==> src/rtl/mem_arbiter.sv <==
// Two-requester (fetch I, load/store D) arbiter and one-outstanding sequencer for a memory channel.
// Define MEM_ARB_STARVE_GUARD_EN to let a starving fetch through after STARVE_LIMIT D grants.
module mem_arbiter #(
    parameter int unsigned STARVE_LIMIT = 4
) (
    input  logic        CLK,
    input  logic        RST,
    input  logic        i_req,
    input  logic [31:0] i_addr,
    input  logic        i_kill,
    output logic        i_done,
    output logic [31:0] i_rdata,
    input  logic        d_req,
    input  logic        d_we,
    input  logic [31:0] d_addr,
    input  logic [31:0] d_wdata,
    input  logic [3:0]  d_wmask,
    output logic        d_done,
    output logic [31:0] d_rdata,
    output logic [1:0]  rw_flag,
    output logic [31:0] addr,
    output logic [31:0] write_data,
    output logic [3:0]  write_mask,
    input  logic [31:0] read_data,
    input  logic        busy,
    input  logic        done
);

    typedef enum logic [1:0] {S_IDLE, S_ISSUE, S_WAIT, S_RESP} state_t;

    localparam logic [3:0] LIMIT = 4'(STARVE_LIMIT);

    state_t      state_q, state_d;
    logic        own_i_q, own_i_d;
    logic        we_q, we_d;
    logic [31:0] addr_q, addr_d;
    logic [31:0] wdata_q, wdata_d;
    logic [3:0]  wmask_q, wmask_d;
    logic        kill_q, kill_d;
    logic [31:0] i_rdata_q, i_rdata_d;
    logic [31:0] d_rdata_q, d_rdata_d;
    logic        grant_i, grant_d;
    logic        i_ok;

`ifdef MEM_ARB_STARVE_GUARD_EN
    logic [3:0]  starve_cnt_q, starve_cnt_d;
`else
    logic        unused_limit;
    assign unused_limit = ^LIMIT;
`endif

    assign i_ok = i_req && !i_kill;

    always_comb begin
        state_d   = state_q;
        own_i_d   = own_i_q;
        we_d      = we_q;
        addr_d    = addr_q;
        wdata_d   = wdata_q;
        wmask_d   = wmask_q;
        kill_d    = kill_q;
        i_rdata_d = i_rdata_q;
        d_rdata_d = d_rdata_q;
        grant_i   = 1'b0;
        grant_d   = 1'b0;
`ifdef MEM_ARB_STARVE_GUARD_EN
        starve_cnt_d = starve_cnt_q;
`endif
        case (state_q)
            S_IDLE: begin
`ifdef MEM_ARB_STARVE_GUARD_EN
                if (i_ok && d_req) grant_i = (starve_cnt_q == LIMIT);
                else               grant_i = i_ok;
                grant_d = d_req && !grant_i;
`else
                grant_d = d_req;
                grant_i = i_ok && !d_req;
`endif
                if (grant_i) begin
                    own_i_d = 1'b1;
                    we_d    = 1'b0;
                    addr_d  = i_addr;
                    wdata_d = '0;
                    wmask_d = '0;
                    state_d = S_ISSUE;
                end else if (grant_d) begin
                    own_i_d = 1'b0;
                    we_d    = d_we;
                    addr_d  = d_addr;
                    wdata_d = d_wdata;
                    wmask_d = d_wmask;
                    state_d = S_ISSUE;
                end
            end
            S_ISSUE: begin
                if (own_i_q && i_kill) kill_d = 1'b1;
                if (!busy) state_d = S_WAIT;
            end
            S_WAIT: begin
                if (own_i_q && i_kill) kill_d = 1'b1;
                if (done) begin
                    // A killed fetch still lands here; only its done pulse is dropped.
                    if (own_i_q) i_rdata_d = read_data;
                    else         d_rdata_d = read_data;
                    state_d = S_RESP;
                end
            end
            S_RESP: begin
                kill_d  = 1'b0;
                state_d = S_IDLE;
            end
            default: state_d = S_IDLE;
        endcase
`ifdef MEM_ARB_STARVE_GUARD_EN
        if (grant_i)
            starve_cnt_d = 4'd0;
        else if (grant_d && i_req && starve_cnt_q < LIMIT)
            starve_cnt_d = starve_cnt_q + 4'd1;
`endif
    end

    always_ff @(posedge CLK or negedge RST) begin
        if (!RST) begin
            state_q   <= S_IDLE;
            own_i_q   <= 1'b0;
            we_q      <= 1'b0;
            addr_q    <= '0;
            wdata_q   <= '0;
            wmask_q   <= '0;
            kill_q    <= 1'b0;
            i_rdata_q <= '0;
            d_rdata_q <= '0;
`ifdef MEM_ARB_STARVE_GUARD_EN
            starve_cnt_q <= 4'd0;
`endif
        end else begin
            state_q   <= state_d;
            own_i_q   <= own_i_d;
            we_q      <= we_d;
            addr_q    <= addr_d;
            wdata_q   <= wdata_d;
            wmask_q   <= wmask_d;
            kill_q    <= kill_d;
            i_rdata_q <= i_rdata_d;
            d_rdata_q <= d_rdata_d;
`ifdef MEM_ARB_STARVE_GUARD_EN
            starve_cnt_q <= starve_cnt_d;
`endif
        end
    end

    // Every output decodes from registers only.
    assign rw_flag    = (state_q != S_ISSUE) ? 2'b00 :
                        (!own_i_q && we_q)   ? 2'b10 : 2'b01;
    assign addr       = addr_q;
    assign write_data = wdata_q;
    assign write_mask = wmask_q;
    assign i_done     = (state_q == S_RESP) && own_i_q && !kill_q;
    assign d_done     = (state_q == S_RESP) && !own_i_q;
    assign i_rdata    = i_rdata_q;
    assign d_rdata    = d_rdata_q;

endmodule
==> config.mk <==
export PLATFORM = sky130hd
export DESIGN_NAME = mem_arbiter
export DESIGN_NICKNAME = d
export VERILOG_FILES = /design/src/rtl/mem_arbiter.sv
export SDC_FILE = /design/constraint.sdc
export NUM_CORES = 1
export LEC_CHECK = 0
export CAP_MARGIN = 20
export CORE_UTILIZATION = 25
export DETAILED_ROUTE_END_ITERATION = 16
export DONT_BUFFER_PORTS = 1
export GPL_TIMING_DRIVEN = 0
export PLACE_DENSITY = 0.48
export SLEW_MARGIN = 25
export SYNTH_ARGS = -nofsm -noshare
export SYNTH_HDL_FRONTEND = slang
export SYNTH_SLANG_ARGS = --single-unit
==> constraint.sdc <==
create_clock -name CLK -period 2.12 [get_ports CLK]
set_clock_uncertainty 0.05 [all_clocks]
set_input_delay 0.424 -clock CLK [delete_from_list [all_inputs] [get_ports CLK]]
set_output_delay 0.424 -clock CLK [all_outputs]
set_load 0.03 [all_outputs]
# == Word-level counts from Yosys, hierarchy flattened ==
# Cells that the tools add are included.
# op_classes
n_reduce_logical,20
n_mux,19
n_eq_ne,8
n_bitwise,1
# op_table
operator,count
two-way mux 32 bit,4
two-way mux 2 bit,6
AND reduction 3 bit,3
two-way mux 4 bit,2
one-hot mux 2 bit (4 select lines),1
logical AND 1 bit,7
two-way mux 1 bit,5
"== test 2 bit, second input constant",2
logical NOT 1 bit,4
"inequality test 2 x 1 -> 1 bit, second input constant",2
"inequality test 2 bit, second input constant",2
AND reduction 2 bit,2
nonzero test 2 bit,2
"inequality test 3 bit, second input constant",1
"== test 2 x 1 -> 1 bit, second input constant",1
logical NOT 2 bit,1
one-hot mux 1 bit (2 select lines),1
OR reduction 2 bit,1
inverter 1 bit,1
# word_totals
out_inout_bits,136
in_bits,140
elab_cells,57
ff_bits,137

# == Depth between registers and ports, before layout ==
# Gate-level depths: netlist of run 1.
# depth
depth_word,5
mapped_depth,6
depth_no_buf,5

# == Worst setup path before layout of run 1 ==
# No wires, ideal clock.
# synth_path
path_type,register to output
startpoint,register state_q[1]
endpoint,output port rw_flag[0]
t_required_ps,1646
arrival_time_ps,1383
path_slack_ps,263
path_stages_with_launch,4
path_buffers,0
path_cell_list,dfrtp_1 > inv_1 > ha_1 > a21boi_0
# synth_between
elab_chain_cells,2
# synth_rtl
element,line,text
start: declaration,33,"state_t state_q, state_d;"
start signal: assignment,137,state_q <= state_d;
inequality test 2 x 1 -> 1 bit,153,assign rw_flag = (state_q != S_ISSUE) ? 2'b00 :
two-way mux 2 bit,153,
end: declaration,20,"output logic [1:0] rw_flag,"
# No other way between the ends.

# == Worst setup path after layout of run 1 ==
# layout_path
startpoint,register state_q[0]
endpoint,output port i_done
# layout_between
elab_chain_cells,3
# layout_rtl
element,line,text
== test 2 bit,158,assign i_done = (state_q == S_RESP) && own_i_q && !kill_q;
logical AND 1 bit (2 in a row),158,
end: declaration,11,"output logic i_done,"
# No other way between the ends.

==> results.cfg, run 1 <==
[run_status]
status = finished, violations left
violations = negative hold slack

[clocking]
clock_sinks = 137
cts.clk_slew.worst_paths_ns = 0.06
cts-root-buf = clkbuf_16
clock_latency_ns = 0.41
cts_tree = built
cts_setup_buffers = 0
htree_levels = 4
ctsLongestPathBuffers = 2
cts_made_buffers = 17

[die]
rows = 53
die_y_um = 150.3
coreArea_sq_um = 21290
ios = 276
dieArea_sq_um = 22580
die_w_um = 150.3
start_util_pct = 25.82

[detailed_routing]
drc = 0
wirelength_mm = 14.46
ant_nets = 0
initialDrtViolationCount = 89
vias = 3376
wl_per_cell_um = 20.71
via_per_inst = 4.837
dr.pass1.iters = 5

[logic_synthesis]
synth-edff-count = 0
synth_area_sq_um = 5497
synth_seq_cells = 137
async_flop_share_pct = 100.0
syn_area_per_cell_sq_um = 14.02
synth_top_cell_area_share_pct = 62.37
ys.warnings.count = 0
ys_types = 26
synth_area_leaders = dfrtp_1, mux2_2, a22o_1
synth_fp_nets = 538
yosys_most_used_dff = dfrtp_1
yosysSeqAreaShare_pct = 62.37
netlist_instances = 392
synth_area_leader_cell = dfrtp_1

[layout]
fill_cells = 2123
antennaDiodeCount = 0
drive_above_1_share_pct = 28.37
area_growth_syn_to_layout_pct = 16.71
fin_cells = 698
final_nets = 557

[sta]
timing.final.crit_share_pct = 96.63
setup_tns_ns = 0
grt_setup_unrepaired = false
relSlewSlack_pct = 57.17
setup_violations = 0
layout_min_cycle_time_ns = 2.049
holdWs_ns = -0.3437
hold_viol = 137
max_freq_mhz = 488.2
worstMarginPinSlew_ns = 0.6401
maxSlewViolCount = 0

[global_route]
grt_remaining_overflow = 0
antenna_found_initial = 0
grt_usage_pct = 12.61
grt_pass1_wl_mm = 20.82
grt_max_degree = 138
grt_pass1_vias = 3612

[worst_setup_path]
worstSetupPathType = register to output port
cpMaxStageDelayCell = nor2_1
critPathMaxFanout = 4
path_cells = ha_1, nand2_1, nor2_1
slowest_delay_ns = 0.49
start_kind = register
critPathCaptureType = output port
critPathRequiredTime_ns = 1.65
crit_arrival_ns = 1.57

[place]
port_buffers = 0
place_hpwl_mm = 10.54
gp_congestion = 0.7136
dp.cells = 667

[power]
powerDensity_nw_per_um2 = 1971
vdd_drop_max_mv = 0.6933
cellLeakagePower_nw = 3.014
finalPower_mw = 12.65

[hold_path]
hp-class = input port to async pin

[flow_run]
maxCapViolations = 0
[final cells by class]
type / instances / area (sq um) / area share [%]
plain buffers: 23 / 145.1 / 2.263
clock inverters: 12 / 127.6 / 1.989
inverters: 31 / 116.4 / 1.814
clock buffers: 19 / 432.9 / 6.749
well taps: 275 / 344.1 / 5.364
multi-input cells: 201 / 1821 / 28.38
flip-flops and latches: 137 / 3428 / 53.44
[cell families after synthesis]
logic type,synth area share [%]
flip-flops,62.37
AND/OR/NAND/NOR,1.616
buffers and inverters,4.758
multiplexers,18.23
adder cells (fa/ha/maj),1.366
AO/OA/AOI/OAI,11.66
[Yosys cell counts (2+ instances only)]
| cell type | instances |
|---|---|
| mux2_2 | 65 |
| nor2b_1 | 2 |
| buf_4 | 5 |
| mux2i_1 | 27 |
| a21oi_1 | 7 |
| ha_1 | 6 |
| nand3_1 | 3 |
| buf_2 | 14 |
| o22ai_1 | 38 |
| nand2_1 | 4 |
| buf_6 | 3 |
| nor2_1 | 2 |
| a22o_1 | 37 |
| dfrtp_1 | 137 |
| inv_1 | 31 |
[cell usage in the layout, fill, tap and decap left out, types with 2 or more instances in the layout]
| cell | n |
|---|---|
| dfrtp_1 | 137 |
| mux2_2 | 65 |
| o22ai_1 | 38 |
| a22o_1 | 37 |
| inv_1 | 31 |
| mux2i_1 | 27 |
| clkbuf_16 | 17 |
| buf_2 | 14 |
| a21oi_1 | 7 |
| ha_1 | 6 |
| buf_4 | 5 |
| nand2_1 | 4 |
| clkinv_2 | 4 |
| clkinvlp_4 | 4 |
| buf_6 | 3 |
| clkbuf_1 | 3 |
| nand3_1 | 3 |
| nor2_1 | 2 |
| bufinv_16 | 2 |
[critical path, delay by kind of cell (launching register included)]
kind	cells	cell delay, ns
simple gates	2	0.55
fa+ha+maj	1	0.21
flops	1	0.40
[registers in the layout (all words and copies together) (netlist names)]
signal	flops
d_rdata	32
own_i_q	1
i_rdata	32
addr	32
kill_q	1
write_mask	4
we_q	1
write_data	32
state_q	2
[routing by layer]
layer	GRT usage [%]	vias up	wire, um
li1	-	1447	-
met1	13.87	1725	5460
met2	22.03	194	7536
met3	5.242	10	1330
met4	3.737	0	127
met5	0	-	0
[repair_timing]
action	CTS	global route
gates cloned	0	0
resized for setup	2	1
setup endpoints to repair	2	1
hold endpoints to repair	137	137
[worst paths after layout]
| check | start | to | slack (ns) | cells past startpoint |
|---|---|---|---|---|
| max in group asynchronous | RST | kill_q | 2.20 | 0 |
| max reg2reg | state_q[0] | i_rdata[26] | 0.19 | 5 |
| max | state_q[0] | i_done | 0.07 | 3 |
| min reg2reg | kill_q | kill_q | 0.51 | 2 |
| min in group CLK | d_wdata[19] | write_data[19] | 0.10 | 1 |
| min | RST | i_rdata[19] | -0.34 | 0 |
[metrics by stage]
step | area [sq um] | setup slack, ns | util (%)
after floorplan | 5497 | 0.2627 | -
after global placement | 5841 | 0.03383 | 27.44
after detailed placement | 5841 | 0.1204 | 27.44
after CTS | 6407 | 0.007250 | 30.10
after global routing | 6415 | 0.001008 | 30.14
final | 6415 | 0.07146 | 30.14
[power by group]
group	total, mW	switching (mW)	internal (mW)
logic	2.48	1.13	1.35
clock network	2.85	1.13	1.72
registers	7.32	3.45	3.87
total	12.6	5.71	6.93
Note: power is estimated with default switching activity, not from simulation.
==> inputs of run 2 (changes only) <==
==> constraint.sdc (replaced) <==
create_clock -name CLK -period 2.12 [get_ports CLK]
set_clock_uncertainty 0.05 [all_clocks]
set_input_delay 0.106 -clock CLK [delete_from_list [all_inputs] [get_ports CLK]]
set_output_delay 0.106 -clock CLK [all_outputs]
set_load 0.03 [all_outputs]
==> run 2 against run 1 <==
  * The run still ends with negative hold slack left
  * Maximum frequency increased by 5.2%
  * Combinational power increased by 10%
  * Clock power about the same
  * Cell count increased by 20%
  * First-iteration DRC count increased by 37%
  * Via count increased by 18%
  * Routed wire length increased by 11%
  * Design area increased by 21%
  * Global-route usage increased by 1.6 points
  * Utilization increased by 6.4 points
  * Largest cell class unchanged
==> results.cfg, run 2 (synthesized netlist as in run 1, its figures left out) <==
[clocking]
cts-root-buf = clkbuf_16
cts_setup_buffers = 0
cts_made_buffers = 17
clock_sinks = 137
cts_resized = 0
cts.hold.buffers_added = 137
cts_tree = built
clock_latency_ns = 0.41
ctsLongestPathBuffers = 2
cts.clk_slew.worst_paths_ns = 0.06
htree_levels = 4

[sta]
grt_setup_unrepaired = false
worstMarginPinSlew_ns = 0.7548
maxSlewViolCount = 0
setup_tns_ns = 0
holdWs_ns = -0.6611
setup_violations = 0
setup_ws_ns = 0.1718
relSlewSlack_pct = 49.57
layout_min_cycle_time_ns = 1.948
timing.final.crit_share_pct = 91.90
hold_viol = 137
max_freq_mhz = 513.3

[worst_setup_path]
r2r_cells = 6
worstReg2RegStart = state_q[1]
critPathCaptureType = register
crit_arrival_ns = 2.18
critPathRequiredTime_ns = 2.35
critPathMaxFanout = 10
start_kind = register
rr_endpoint = addr[26]
r2r_slack_ns = 0.17
worstSetupPathType = register to register

[place]
gp_congestion = 0.7136
pre_cts_slack_ns = 0.1204
dp.cells = 667
place_hpwl_mm = 10.54
port_buffers = 0

[layout]
antennaDiodeCount = 0
mostFrequentLayoutCells = dfrtp_1, dlygate4sd3_1, mux2_2
drive_above_1_share_pct = 21.07
multi_input_area_sq_um = 1807
seq_area_sq_um = 3428
area_growth_syn_to_layout_pct = 41.41
fill_cells = 2026
fin_cells = 835
final_nets = 694

[die]
die_w_um = 150.3
ios = 276
dieArea_sq_um = 22580
start_util_pct = 25.82
rows = 53
die_y_um = 150.3
coreArea_sq_um = 21290

[detailed_routing]
dr.pass1.iters = 6
wirelength_mm = 16.00
wl_per_cell_um = 19.16
ant_nets = 0
via_per_inst = 4.772
initialDrtViolationCount = 122
vias = 3985
drc = 0

[flow_run]
maxCapViolations = 0

[global_route]
grt_max_degree = 138
antenna_found_initial = 0
grt_pass1_vias = 4385
grt_usage_pct = 14.17
grt_remaining_overflow = 0
grt_pass1_wl_mm = 23.81

[run_status]
status = finished, violations left
violations = negative hold slack

[hold_path]
hp-class = input port to async pin

[power]
cellLeakagePower_nw = 3.571
vdd_drop_max_mv = 0.7339
powerDensity_nw_per_um2 = 1663
-- run 2: metrics by stage --
step	instance area [sq um]	hold slack, ns	utilization [%]	total power [mW]
6_report	7772	-0.6611	36.51	12.93
3_3_place_gp	5841	-0.2367	27.44	9.719
5_1_grt	7772	-0.6968	36.51	13.57
3_5_place_dp	5841	-0.2371	27.44	9.868
2_1_floorplan	5497	-0.2396	-	9.047
4_1_cts	7772	-0.6866	36.51	13.03
-- run 2: how the worst max path moves through the flow --
stage | start | end
after floorplan | state_q[0] | state_q[1]
after global placement | state_q[0] | d_rdata[16]
after detailed placement | state_q[0] | i_rdata[19]
after CTS | state_q[0] | i_rdata[19]
after global routing | state_q[1] | addr[25]
final | state_q[1] | addr[26]
-- run 2: area by class of cell --
type                       count  area share, %
tap                          275          4.427
sequential                   137          44.11
clock inverter                12          1.642
timing repair buffer         137          17.64
inverter                      31          1.497
clock buffer                  19          5.570
buffer                        23          1.867
multi-input combinational    201          23.25
-- run 2: power breakdown --
group	switching [mW]	total [mW]	internal [mW]
Clock	1.14	2.86	1.72
Combinational	1.21	2.73	1.51
Sequential	3.48	7.34	3.86
Total	5.83	12.9	7.10
-- run 2: layer usage --
metal / up-vias / track usage [%] / share of wire (%)
li1: 1726 / - / -
met4: 0 / 4.697 / 1.4
met3: 18 / 5.212 / 7.9
met5: - / 0 / 0
met2: 206 / 25.67 / 53
met1: 2035 / 15.06 / 38
-- run 2: critical path: stages, from the launching register on --
cell and delay (ns):
dfrtp_1 0.42, inv_1 0.15, ha_1 0.18, buf_2 0.28
nand3b_1 0.40, o22ai_1 0.25, a21oi_1 0.09
